===== src/rtl/scan_mux_pkg.sv =====
// Shared types and constants for the scanning channel multiplexer.
package scan_mux_pkg;

  typedef enum logic [1:0] {
    IDLE,
    SCAN,
    DONE
  } scan_state_t;

  localparam logic MODE_MANUAL = 1'b0;
  localparam logic MODE_SCAN   = 1'b1;

endpackage


===== src/rtl/mux_core.sv =====
// Combinational N_CH:1 mux of DW-bit channels; flags indices with no channel behind them.
module mux_core #(
  parameter int unsigned N_CH  = 64,
  parameter int unsigned DW    = 1,
  parameter int unsigned SEL_W = $clog2(N_CH)
) (
  input  logic [N_CH*DW-1:0] data_i,
  input  logic [SEL_W-1:0]   sel_i,
  output logic [DW-1:0]      data_o,
  output logic               oob_o
);

  // Compare against every legal index so non power-of-2 counts fall through to oob.
  always_comb begin
    data_o = '0;
    oob_o  = 1'b1;
    for (int unsigned c = 0; c < N_CH; c++) begin
      if (sel_i == SEL_W'(c)) begin
        data_o = data_i[c*DW +: DW];
        oob_o  = 1'b0;
      end
    end
  end

endmodule


===== src/rtl/scan_mux_seq.sv =====
// Registered N_CH:1 channel mux with a manual select path and an auto-scan sequencer.
module scan_mux_seq
  import scan_mux_pkg::*;
#(
  parameter int unsigned N_CH  = 64,
  parameter int unsigned DW    = 1,
  parameter int unsigned DWELL = 1,
  localparam int unsigned SEL_W = $clog2(N_CH)
) (
  input  logic                 clk,
  input  logic                 rst_n,
  input  logic [N_CH*DW-1:0]   in,
  input  logic [SEL_W-1:0]     sel,
  input  logic                 mode,
  input  logic                 start,
  output logic [DW-1:0]        out,
  output logic                 out_valid,
  output logic [SEL_W-1:0]     cur_sel,
  output logic                 busy,
  output logic                 done
);

  localparam int unsigned DCW = $clog2(DWELL + 1);
  localparam logic [DCW-1:0]   DWELL_LAST = DCW'(DWELL - 1);
  localparam logic [SEL_W-1:0] IDX_LAST   = SEL_W'(N_CH - 1);

  scan_state_t      state_q, state_d;
  logic [SEL_W-1:0] idx_q, idx_d;
  logic [DCW-1:0]   dwell_q, dwell_d;
  logic [DW-1:0]    out_q, out_d;
  logic             valid_q, valid_d;
  logic [SEL_W-1:0] cur_sel_q, cur_sel_d;

  logic [SEL_W-1:0] mux_sel;
  logic [DW-1:0]    mux_data;
  logic             mux_oob;
  logic             scan_go;
  logic             dwell_end;
  logic             scan_last;

  assign scan_go   = start && (mode == MODE_SCAN);
  assign dwell_end = (dwell_q == DWELL_LAST);
  assign scan_last = dwell_end && (idx_q == IDX_LAST);

  // The single mux is shared: scan index while scanning, external select otherwise.
  assign mux_sel = (state_q == SCAN) ? idx_q : sel;

  mux_core #(
    .N_CH  (N_CH),
    .DW    (DW),
    .SEL_W (SEL_W)
  ) u_mux_core (
    .data_i (in),
    .sel_i  (mux_sel),
    .data_o (mux_data),
    .oob_o  (mux_oob)
  );

  // State register
  always_ff @(posedge clk or negedge rst_n) begin
    if (!rst_n) begin
      state_q <= IDLE;
    end else begin
      state_q <= state_d;
    end
  end

  // Next-state logic
  always_comb begin
    state_d = state_q;
    unique case (state_q)
      IDLE:    if (scan_go) state_d = SCAN;
      SCAN:    if (scan_last) state_d = DONE;
      DONE:    state_d = IDLE;
      default: state_d = IDLE;
    endcase
  end

  // Output decode
  always_comb begin
    busy = (state_q == SCAN);
    done = (state_q == DONE);
  end

  // Dwell and channel index counters; the index saturates at the last channel.
  always_comb begin
    idx_d   = idx_q;
    dwell_d = dwell_q;
    unique case (state_q)
      IDLE: begin
        if (scan_go) begin
          idx_d   = '0;
          dwell_d = '0;
        end
      end
      SCAN: begin
        if (dwell_end) begin
          dwell_d = '0;
          if (!scan_last) idx_d = idx_q + SEL_W'(1);
        end else begin
          dwell_d = dwell_q + DCW'(1);
        end
      end
      default: ;
    endcase
  end

  // Data path registers hold their value through DONE so out keeps the last channel.
  always_comb begin
    out_d     = out_q;
    valid_d   = valid_q;
    cur_sel_d = cur_sel_q;
    if (state_q != DONE) begin
      out_d     = mux_oob ? '0 : mux_data;
      valid_d   = !mux_oob;
      cur_sel_d = mux_sel;
    end
  end

  always_ff @(posedge clk or negedge rst_n) begin
    if (!rst_n) begin
      idx_q     <= '0;
      dwell_q   <= '0;
      out_q     <= '0;
      valid_q   <= 1'b0;
      cur_sel_q <= '0;
    end else begin
      idx_q     <= idx_d;
      dwell_q   <= dwell_d;
      out_q     <= out_d;
      valid_q   <= valid_d;
      cur_sel_q <= cur_sel_d;
    end
  end

  assign out       = out_q;
  assign out_valid = valid_q;
  assign cur_sel   = cur_sel_q;

endmodule

===== config.mk =====
export PLATFORM = sky130hd
export DESIGN_NAME = scan_mux_seq
export DESIGN_NICKNAME = d
export VERILOG_FILES = /design/src/rtl/scan_mux_pkg.sv /design/src/rtl/mux_core.sv /design/src/rtl/scan_mux_seq.sv
export SDC_FILE = /design/constraint.sdc
export NUM_CORES = 1
export LEC_CHECK = 0
export ABC_CLOCK_PERIOD_IN_PS = 3100
export CAP_MARGIN = 20
export CORE_UTILIZATION = 42
export CTS_BUF_LIST = sky130_fd_sc_hd__clkbuf_4
export DETAILED_ROUTE_END_ITERATION = 8
export GPL_TIMING_DRIVEN = 0
export HOLD_SLACK_MARGIN = 0.06
export PLACE_DENSITY = 0.81
export SLEW_MARGIN = 15
export SYNTH_ARGS = -nofsm -noshare
export SYNTH_HDL_FRONTEND = slang
export SYNTH_SLANG_ARGS = --single-unit

===== constraint.sdc =====
create_clock -name clk -period 3.1 [get_ports clk]
set_clock_uncertainty 0.2 [all_clocks]
set_input_delay 0.62 -clock clk [delete_from_list [all_inputs] [get_ports clk]]
set_output_delay 0.62 -clock clk [all_outputs]
set_load 0.05 [all_outputs]

==> impl_metrics.toml <==
[clock_tree]
cts-root-buf = "clkbuf_4"
holdBufCountCts = 0
cts-buffers-inserted = 3
htreeDepth = 1
clk-insertion-delay-late_ps = 290
clkSinkCount = 16
clockBufferDepth = 2
cts_tree = "built"
post-cts-setup-buffer-count = 0
clkTransAtPathRegs_ps = 90
cts_resized = 0

[timing]
rsz0062_at_grt = "false"
finalSetupViolCount = 0
fin_crit_sh_pct = 96.63
finalHoldViolCount = 0
worst_slew_pin_slew_ps = 790.8
worst_slack_ps = 104.6
min_period_ps = 2995
whs_ps = 281.0
relSlewSlack_pct = 46.97
report.final.slew_viol_count = 0
clock.fmax_mhz = 333.8

[yosys]
syn_area_sq_um = 1685
synth_area_leaders = "dfrtp_1 (24%), mux2i_1 (6.5%), a22oi_1 (6.2%), a21oi_1 (5.3%), o21ai_0 (3.9%)"
yosys.area.top_type_share_pct = 23.76
synth.most_common_cell = "a21oi_1"
yosysWarnings = 0
synthCells = 215
synth_edf_count = 0
synth_seq_cells = 16
synth_cell_types = 50
synthArstFlopShare_pct = 100.0
syn_nets = 290
ys_seq_area_share_pct = 23.76
synth_area_leader_cell = "dfrtp_1"
synthFlopType = "dfrtp_1"
syn_area_per_cell_sq_um = 7.839
synthTopCellsByCount = "a21oi_1 (18), dfrtp_1 (16), a22oi_1 (14)"

[worst_setup_path]
required_ps = 2280
crit_path_start_kind = "register"
worstPathCellList = "clkbuf_2, nand2b_1, inv_1, clkdlybuf4s50_1"
criticalPathCategory = "register to primary output"
slowest_stage = "clkdlybuf4s50_1"
worst_setup_path_end_kind = "primary output"
crit_path_max_incr_delay_ps = 820
arrival_ps = 2180
path_max_fanout = 10

[floorplanning]
dieArea_sq_um = 4270
num_rows = 22
start_util_pct = 45.02
die_y_microns = 65.35
ios = 84
core_area_sq_um = 3744
die_w_microns = 65.35

[route]
drc = 0
drtPass1Iterations = 5
num_vias = 2051
totalWireLength_microns = 5752
routedWlPerCell_microns = 16.62
drtAntennaViolNets = 0
viasPerCell = 5.928
first_iter_violations = 114

[final_layout]
fin_util_pct = 68.82
multi_input_area_sq_um = 1175
nNetsFinal = 375
fillers = 350
area.growth.synth_to_final_pct = 52.86
drive_gt1_share_pct = 8.054
register_area_sq_um = 400.4
antennaDiodeCount = 0
finalInstanceArea_sq_um = 2576

[hold_path]
hp-class = "register to register"

[grt]
grt_pass1_vias = 1847
grt_first_pass_wirelength_microns = 9087
antenna_found_initial = 0
grt_max_degree = 17
grt_use_total_pct = 27.37
grt-ovfl-total = 0

[placed_design]
numPortBuffers = 80
place_congestion = 0.8889
place_area_sq_um = 2546
pre_cts_ws_ps = -229.1
dpl.hpwl_microns = 4587

[pwr]
cellLeakagePower_nw = 0.9979
p_per_area_nw_per_um2 = 478.4
ir_drop_mv = 0.2801

[run]
max_cap_viol_count = 0

[run_status]
outcome = "finished clean"
[cell families after synthesis]
group	count (synthesis)	share of synthesized area, %
AO/OA/AOI/OAI	90	36.45
AND/OR/NAND/NOR	65	21.38
buffers and inverters	25	6.904
flip-flops	16	23.76
multiplexers	15	9.206
XOR/XNOR	3	1.559
adder cells (fa/ha/maj)	1	0.7423
[worst max-delay path, delay by kind of cell (launching register included)]
kind	cells	cell delay (ps)
and+or+nand+nor	1	260
DFF	1	460
buffers and inverters	3	1160
[sequential cells by signal, indices dropped and copies added (netlist names)]
register,count
cur_sel,6
out,1
state_q,2
idx_q,6
out_valid,1
[final timing paths]
kind | from | slack, ps | cells past startpoint | to
max in group asynchronous | rst_n | 1680 | 1 | idx_q[1]
setup reg to reg | idx_q[3] | 330 | 9 | out
hold / removal | out_valid | 280 | 1 | out_valid
hold reg to reg | out_valid | 280 | 1 | out_valid
setup / recovery | state_q[0] | 100 | 4 | done
min in group asynchronous | rst_n | 560 | 1 | cur_sel[5]
[placed cells by master, fill, tap and decap left out, types with 2 or more instances in the layout]
cell | Yosys | layout
o31ai_1 | 2 | 2
nand2_1 | 12 | 12
clkbuf_4 | 0 | 3
mux2i_1 | 11 | 11
dfrtp_1 | 16 | 16
nor3b_1 | 4 | 4
xnor2_1 | 2 | 2
and3_1 | 2 | 2
nand2b_1 | 7 | 7
o31a_1 | 2 | 2
nor4_1 | 4 | 4
a222oi_1 | 2 | 2
a31oi_1 | 6 | 5
nor3_1 | 7 | 7
nor2_1 | 13 | 13
nand3_1 | 4 | 4
inv_1 | 7 | 7
clkdlybuf4s50_1 | 0 | 80
buf_2 | 6 | 6
a211oi_1 | 7 | 7
o21ai_0 | 13 | 13
a21oi_1 | 18 | 18
o221ai_1 | 2 | 2
mux2_2 | 3 | 3
o22ai_1 | 8 | 8
buf_6 | 2 | 2
a22oi_1 | 14 | 14
nor2b_1 | 5 | 5
o211ai_1 | 2 | 2
clkbuf_1 | 9 | 8
a221oi_1 | 4 | 4
[final cells by class]
cell class	count	share of cell area, %
buffer	17	3.400
clock buffer	3	0.8742
inverter	8	1.166
multi-input combinational	174	45.60
sequential	16	15.54
tap	48	2.331
timing repair buffer	80	31.08
[per-stage QoR]
| stage | total power [mW] | TNS (ps) | cells |
|---|---|---|---|
| CTS | 1.227 | 0 | 346 |
| global route | 1.326 | 0 | 346 |
| global placement | 1.103 | -256.7 | 343 |
| finish | 1.232 | 0 | 346 |
| floorplan | 0.8396 | 0 | 215 |
| detailed placement | 1.113 | -229.1 | 343 |
[per-layer routing]
| metal | GRT usage, % | share of wire (%) | vias to the layer above |
|---|---|---|---|
| met5 | 0 | 0 | - |
| met4 | 5.435 | 1.5 | 0 |
| met3 | 5.208 | 7.0 | 9 |
| met2 | 42.65 | 45 | 82 |
| met1 | 39.08 | 46 | 960 |
| li1 | - | - | 1000 |
[power breakdown]
part           switching, mW  internal (mW)
sequential            0.0376          0.255
clock                 0.0671         0.0452
combinational          0.465          0.363
total                  0.570          0.663
Note: power is estimated with default switching activity, not from simulation.
